--- src/rtl/lfsr_prbs_gen_multi.sv ---
// lfsr_prbs_gen_multi: runtime-selectable PRBS7/9/15/23/31 word generator with valid/ready output.
// Optional bit-0 error injection is built only when PRBS_GEN_ERR_INJECT_EN is defined.
module lfsr_prbs_gen_multi #(
  parameter int DATA_WIDTH   = 64,
  parameter int DEFAULT_MODE = 4,
  parameter int REVERSE      = 0,
  parameter int INVERT       = 1
) (
  input  logic                  clk,
  input  logic                  rst_n,
  input  logic                  enable,
  input  logic                  seed_load,
  input  logic [2:0]            mode,
  input  logic [30:0]           seed,
  input  logic                  err_inject,
  output logic [DATA_WIDTH-1:0] m_data,
  output logic                  m_valid,
  input  logic                  m_ready,
  output logic                  err_pending
);
  localparam logic [2:0] DEF_MODE = DEFAULT_MODE > 4 ? 3'd4 : 3'(DEFAULT_MODE);
  localparam logic INV = INVERT != 0;
  function automatic logic [30:0] mask_of(input logic [2:0] md);
    return md == 3'd0 ? 31'h7f : md == 3'd1 ? 31'h1ff : md == 3'd2 ? 31'h7fff :
           md == 3'd3 ? 31'h7fffff : 31'h7fffffff;
  endfunction
  function automatic logic tap(input logic [30:0] s, input logic [2:0] md);
    return md == 3'd0 ? s[6] ^ s[5] : md == 3'd1 ? s[8] ^ s[4] : md == 3'd2 ? s[14] ^ s[13] :
           md == 3'd3 ? s[22] ^ s[17] : s[30] ^ s[27];
  endfunction
  logic [2:0]            mode_q, mode_in;
  logic [30:0]           state_q, state_nxt, seed_m, seed_ld;
  logic [DATA_WIDTH-1:0] word_nxt;
  logic                  gen, b, err_hit;
  assign gen     = enable && (!m_valid || m_ready) && !seed_load;
  assign mode_in = mode > 3'd4 ? 3'd4 : mode;
  assign seed_m  = seed & mask_of(mode_in);
  assign seed_ld = seed_m == '0 ? mask_of(mode_in) : seed_m;
  // Unroll DATA_WIDTH Fibonacci steps; the first bit lands in the MSB unless REVERSE.
  always_comb begin
    state_nxt = state_q;
    word_nxt  = '0;
    b         = 1'b0;
    for (int i = 0; i < DATA_WIDTH; i++) begin
      b = tap(state_nxt, mode_q);
      state_nxt = {state_nxt[29:0], b} & mask_of(mode_q);
      word_nxt[REVERSE != 0 ? i : DATA_WIDTH - 1 - i] = b ^ INV;
    end
  end
  always_ff @(posedge clk or negedge rst_n) begin
    if (!rst_n) begin
      mode_q  <= DEF_MODE;
      state_q <= mask_of(DEF_MODE);
      m_valid <= 1'b0;
      m_data  <= '0;
    end else begin
      if (seed_load) begin
        mode_q  <= mode_in;
        state_q <= seed_ld;
      end else if (gen) state_q <= state_nxt;
      if (gen) begin
        m_data  <= word_nxt ^ DATA_WIDTH'(err_hit);
        m_valid <= 1'b1;
      end else if (m_ready) m_valid <= 1'b0;
    end
  end
`ifdef PRBS_GEN_ERR_INJECT_EN
  assign err_hit = err_pending || err_inject;
  always_ff @(posedge clk or negedge rst_n) begin
    if (!rst_n) err_pending <= 1'b0;
    else err_pending <= gen ? 1'b0 : err_hit;
  end
`else
  logic unused_err;
  assign unused_err  = err_inject;
  assign err_hit     = 1'b0;
  assign err_pending = 1'b0;
`endif
endmodule
--- config.mk ---
export PLATFORM = sky130hd
export DESIGN_NAME = lfsr_prbs_gen_multi
export DESIGN_NICKNAME = d
export VERILOG_FILES = /design/src/rtl/lfsr_prbs_gen_multi.sv
export SDC_FILE = /design/constraint.sdc
export NUM_CORES = 1
export LEC_CHECK = 0
export CAP_MARGIN = 10
export CORE_AREA = 2 2 171 173
export CTS_CLUSTER_SIZE = 25
export DETAILED_ROUTE_END_ITERATION = 16
export DIE_AREA = 0 0 173 175
export PLACE_DENSITY = 0.64
export SLEW_MARGIN = 10
export SYNTH_ARGS = -nofsm -noshare
export SYNTH_HDL_FRONTEND = slang
export SYNTH_SLANG_ARGS = --single-unit
--- constraint.sdc ---
create_clock -name clk -period 8.8 [get_ports clk]
set_input_delay 1.76 -clock clk [delete_from_list [all_inputs] [get_ports clk]]
set_output_delay 1.76 -clock clk [all_outputs]
set_load 0.01 [all_outputs]
# Yosys cells after proc, flatten, opt, wreduce, memory -nomap -nowiden
# Index checks and enable logic that the tools add are counted.
[word_totals] ff_bits=99 wordCells=740 inputBits=40
[classes] n_mux=270 n_lt_le_gt_ge=1 n_reduce_logical=10 n_eq_ne=6 n_bitwise=449
[op_table] operator="$and A31 B31 Y31" n=65
[op_table] operator="$mux W31" n=11
[op_table] operator="$xor A1 B1 Y1" n=320
[op_table] operator="$mux W1" n=258
[op_table] operator="$not A1 Y1" n=64
[op_table] operator="$logic_not A31 Y1" n=1
[op_table] operator="$eq A3 B2 Y1 const B" n=4
[op_table] operator="$eq A3 B1 Y1 const B" n=2
[op_table] operator="$logic_not A3 Y1" n=2
[op_table] operator="$reduce_bool A2 Y1" n=2
[op_table] operator="$gt A3 B3 Y1 const B" n=1
[op_table] operator="$mux W3" n=1
[op_table] operator="$logic_and A1 B1 Y1" n=2
[op_table] operator="$logic_not A1 Y1" n=2
[op_table] operator="$logic_or A1 B1 Y1" n=1

# Longest topological paths before layout
[depth] ltp_word=386 ltp_mapped=29

# Worst setup path before layout
# No wires, ideal clock.
[synth_timing] kind="register to register" from="register mode_q[2]" to="register m_data[0]" path_buffers=6 required_time_ns=8.671 setup_time_ns=0.129 synth_period_minus_slack_ns=6.524 path_stages_with_launch=28 t_arrival_ns=6.396 setup_slack_ns=2.276 path_cell_list="dfstp_2 > buf_6 > and3b_4 > buf_6 > a222oi_1 > nand2_1 > or3_1 > buf_4 > xnor2_1 > a221oi_1 > and4b_1 > or4_1 > clkbuf_1 > or3_1 > nor3_1 > a211oi_1 > o41ai_2 > buf_2 > nand3_1 > o211a_1 > buf_4 > nor4b_1 > nor3_4 > mux2i_1 > xor2_1 > or3_1 > mux2i_1 > a211oi_1"
[synth_via] elab_chain_len=110 elab_cells_between_ends=598
[synth_rtl] element="start: declaration" line="31" text="logic [2:0] mode_q, mode_in;"
[synth_rtl] element="start signal: assignment" line="58" text="mode_q <= mode_in;"
[synth_rtl] element="$eq A3 B2 Y1" line="25, 29"
[synth_rtl] element="$mux W31" line="25" text="md == 3'd3 ? 31'h7fffff : 31'h7fffffff;"
[synth_rtl] element="$mux W31 (3 in a row)" line="24" text="return md == 3'd0 ? 31'h7f : md == 3'd1 ? 31'h1ff : md == 3'd2 ? 31'h7fff :"
[synth_rtl] element="$and A31 B31 Y31 (3 in a row)" line="46" text="state_nxt = {state_nxt[29:0], b} & mask_of(mode_q);"
[synth_rtl] element="$xor A1 B1 Y1" line="29" text="md == 3'd3 ? s[22] ^ s[17] : s[30] ^ s[27];"
[synth_rtl] element="$mux W1" line="29"
[synth_rtl] element="$mux W1 (3 in a row)" line="28" text="return md == 3'd0 ? s[6] ^ s[5] : md == 3'd1 ? s[8] ^ s[4] : md == 3'd2 ? s[14] ^ s[13] :"
[synth_rtl] element="$and A31 B31 Y31 (5 in a row)" line="46"
[synth_rtl] element="[75 not listed]"
[synth_rtl] element="$and A31 B31 Y31 (5 in a row)" line="46"
[synth_rtl] element="$xor A1 B1 Y1" line="28"
[synth_rtl] element="$mux W1 (2 in a row)" line="28"
[synth_rtl] element="$and A31 B31 Y31 (5 in a row)" line="46"
[synth_rtl] element="$xor A1 B1 Y1" line="28"
[synth_rtl] element="$mux W1" line="28"
[synth_rtl] element="$mux W1 *" line="28"
[synth_rtl] element="$not A1 Y1 (no source line) *"
[synth_rtl] element="end signal: assignment" line="62" text="m_data <= word_nxt ^ DATA_WIDTH'(err_hit);"
[synth_rtl] element="end: declaration" line="16" text="output logic [DATA_WIDTH-1:0] m_data,"
# Every way passes the cells marked *; elsewhere a longest branch is shown, timed or not.
# A chain may end at the register's enable or synchronous reset.

# Worst setup path in the final report
[layout_timing] from="register mode_q[2]" to="register m_data[5]"
[layout_via] elab_chain_len=102 elab_cells_between_ends=548
[layout_rtl] element="$eq A3 B2 Y1" line="25, 29"
[layout_rtl] element="$mux W31" line="25"
[layout_rtl] element="$mux W31 (3 in a row)" line="24"
[layout_rtl] element="$and A31 B31 Y31 (3 in a row)" line="46"
[layout_rtl] element="$xor A1 B1 Y1" line="29"
[layout_rtl] element="$mux W1" line="29"
[layout_rtl] element="$mux W1 (3 in a row)" line="28"
[layout_rtl] element="$and A31 B31 Y31 (5 in a row)" line="46"
[layout_rtl] element="[67 not listed]"
[layout_rtl] element="$and A31 B31 Y31 (5 in a row)" line="46"
[layout_rtl] element="$xor A1 B1 Y1" line="28"
[layout_rtl] element="$mux W1 (2 in a row)" line="28"
[layout_rtl] element="$and A31 B31 Y31 (5 in a row)" line="46"
[layout_rtl] element="$xor A1 B1 Y1" line="28"
[layout_rtl] element="$mux W1" line="28"
[layout_rtl] element="$mux W1 *" line="28"
[layout_rtl] element="$not A1 Y1 (no source line) *"
# Marked as above.

==> flow_metrics.py <==
metrics = {
    "status": {
        "outcome": "complete, no violations",
    },
    "power": {
        "p_leak_nw": 5.11,
        "power_frac_clock_pct": 8.3,
        "p_seq_share_pct": 15.1,
        "switching_share_pct": 53.8,
        "switching_power_mw": 2.96,
        "p_per_area_mw_per_mm2": 419,
        "p_int_mw": 2.54,
        "p_comb_share_pct": 76.7,
        "ir_drop_uv": 228,
    },
    "floorplan": {
        "fp-row-count": 62,
        "pin_count": 106,
        "start_util_pct": 39.7,
        "dieArea_sq_mm": 0.0303,
        "fp.dieH_um": 175,
        "dieWidth_um": 173,
        "coreArea_sq_mm": 0.0284,
    },
    "synth": {
        "netlist_instances": 1469,
        "netlist_area_sq_mm": 0.0113,
        "yosys_register_bits": 99,
        "synth_fp_nets": 1509,
        "synth_edf_count": 0,
        "avgSynthCellArea_sq_um": 7.66,
        "ys_warn_count": 0,
        "synth_ff_type": "dfrtp_1",
        "synthDistinctLibCells": 106,
        "synth-seq-area-share_pct": 22.4,
        "async_reset_ff_share_pct": 100,
    },
    "clock_tree": {
        "htreeDepth": 3,
        "clk_latency_ns": 0.38,
        "cts_resized": 0,
        "clk_pin_slew_worst_paths_ns": 0.10,
        "postCtsHoldBufs": 0,
        "cts_buffers": 9,
        "cts_tree": "yes",
        "ctsRootBufferMaster": "clkbuf_16",
        "clock_sinks": 99,
        "cts_buffer_depth": 2,
        "cts_setup_buffers": 0,
    },
    "global_route": {
        "overflow": 0,
        "gr-usage-all-layers_pct": 31.0,
        "grt_start_max_net_pins": 72,
        "grt_pass1_wl_mm": 72.6,
        "antenna_found_initial": 0,
        "grt_pass1_vias": 11600,
    },
    "timing": {
        "finalMaxSlewViolations": 0,
        "fin_crit_sh_pct": 92.6,
        "finalHoldViolCount": 0,
        "fmax_mhz": 123,
        "holdWs_ns": 0.479,
        "rsz0062_at_grt": "no",
        "setup_ws_ns": 0.654,
        "finalSetupViolations": 0,
        "tightest_slew_ns": 1.12,
        "min_period_ns": 8.15,
        "setup_tns_ns": 0,
        "relSlewSlack_pct": 24.6,
        "skew_ns": 0.0229,
    },
    "drt": {
        "dr_total_vias": 12500,
        "drc": 0,
        "dr.pass1.iters": 7,
        "avgViaCountPerCell": 6.50,
        "drt_iter0_drc": 1764,
        "wl_per_cell_um": 25.0,
        "finalWirelength_mm": 48.0,
        "ant_nets": 0,
    },
    "finish": {
        "nets": 1569,
        "finalInstanceArea_sq_mm": 0.0131,
        "syn_to_final_growth_pct": 16.4,
        "antenna_cells": 0,
        "drive_above_1_share_pct": 12.6,
        "layout_commonest_cell": "nand2_1",
        "layout_common_cells": "nand2_1, o21ai_0, xnor2_1",
        "layout.cells.non_filler": 1918,
    },
    "setup_path": {
        "cp.arrival_ns": 8.46,
        "crit_path_end_kind": "flop",
        "cp-start-kind": "flop",
        "crit_required_ns": 9.11,
        "worstPathMaxFanout": 30,
        "path_class": "flop to flop",
        "r2r_cells": 23,
    },
    "place": {
        "placed_area_sq_mm": 0.0128,
        "hpwlAfterDp_mm": 36.0,
        "place_inst": 1902,
        "place_ws_ns": 0.980,
        "port_buffers": 103,
        "gp_congestion": 1.04,
    },
    "flow_run": {
        "maxCapViolCount": 0,
    },
    "worst_hold_path": {
        "hold_depth": 2,
        "worstHoldPathType": "flop to flop",
    },
}
==> sequential cells by signal, indices dropped and copies added (netlist names) <==
register	flops
m_data	64
state_q	31
mode_q	3
m_valid	1
==> path summary, 6_finish.rpt <==
kind                              end  slack [ns]  startpoint
setup / recovery            m_data[5]        0.65   mode_q[2]
hold / removal             m_data[51]        0.48  m_data[51]
setup reg to reg            m_data[5]        0.65   mode_q[2]
hold reg to reg            m_data[51]        0.48  m_data[51]
max in group asynchronous   m_data[7]        6.27       rst_n
min in group asynchronous  m_data[63]        1.33       rst_n
==> power groups by stage <==
stage	registers (mW)	clock network [mW]	logic, mW
4_1_cts	0.823	0.457	4.09
6_report	0.829	0.453	4.21
3_3_place_gp	0.828	0	4.05
5_1_grt	0.849	0.476	4.46
2_1_floorplan	0.792	0	2.74
3_5_place_dp	0.828	0	4.06
==> final cells by class <==
cell class / instances / area, sq um
inverter: 7 / 26.3
sequential: 99 / 2520
multi-input combinational: 1234 / 8170
clock buffer: 9 / 225
fill: 2878 / 15300
tap: 384 / 480
timing repair buffer: 178 / 1590
clock inverter: 7 / 91.3
==> synthesized netlist by cell type, types with 15 or more instances <==
| master | count | area, sq um |
|---|---|---|
| a211oi_1 | 25 | 188 |
| a21o_1 | 22 | 165 |
| a21oi_1 | 89 | 445 |
| a31oi_1 | 19 | 119 |
| buf_2 | 30 | 150 |
| clkbuf_1 | 79 | 297 |
| dfrtp_1 | 67 | 1680 |
| dfstp_2 | 32 | 841 |
| mux2i_1 | 22 | 220 |
| nand2_1 | 206 | 773 |
| nand2b_1 | 16 | 100 |
| nand3_1 | 45 | 225 |
| nor2_1 | 74 | 278 |
| nor3_1 | 22 | 110 |
| nor4_1 | 15 | 93.8 |
| o211ai_1 | 39 | 293 |
| o21a_1 | 15 | 113 |
| o21ai_0 | 133 | 666 |
| o22ai_1 | 18 | 113 |
| xnor2_1 | 123 | 1080 |
| xor2_1 | 78 | 683 |
==> cell families after synthesis <==
kind of cell | synth area share (%)
simple gates | 19.7
compound gates | 32.8
buf+inv | 5.23
xor+xnor | 16.6
mux | 2.99
other cells | 0.0333
fa+ha+maj | 0.267
flops | 22.4
==> worst max-delay path: stages, from the launching register on <==
cell	delay (ns)
dfstp_2	0.98
buf_4	0.37
nand2b_1	0.35
a21o_1	0.23
o2bb2ai_1	0.40
a21o_1	0.24
a21oi_1	0.09
o31ai_1	0.71
buf_4	0.26
and2_1	0.16
o211a_1	0.53
o2111ai_1	0.37
or3b_1	0.28
mux2i_1	0.41
o211ai_1	0.22
a21o_1	0.28
xor2_1	0.26
o31ai_1	0.11
a222oi_1	0.48
nand2_1	0.31
xnor2_2	0.25
a21oi_1	0.09
a211oi_1	0.52
a21o_1	0.14
==> per-stage QoR <==
step / total power, mW / utilization [%]
2_1_floorplan: 3.54 / -
3_3_place_gp: 4.88 / 45.0
3_5_place_dp: 4.89 / 45.0
4_1_cts: 5.37 / 46.2
5_1_grt: 5.79 / 46.2
6_report: 5.49 / 46.2
==> layer usage <==
| layer | vias up | track usage (%) | wire, um |
|---|---|---|---|
| li1 | 5536 | - | - |
| met1 | 5944 | 42.9 | 20100 |
| met2 | 848 | 47.2 | 20500 |
| met3 | 146 | 5.27 | 5030 |
| met4 | 0 | 14.5 | 2420 |
| met5 | - | 0 | 0 |
Note: power is estimated with default switching activity, not from simulation.
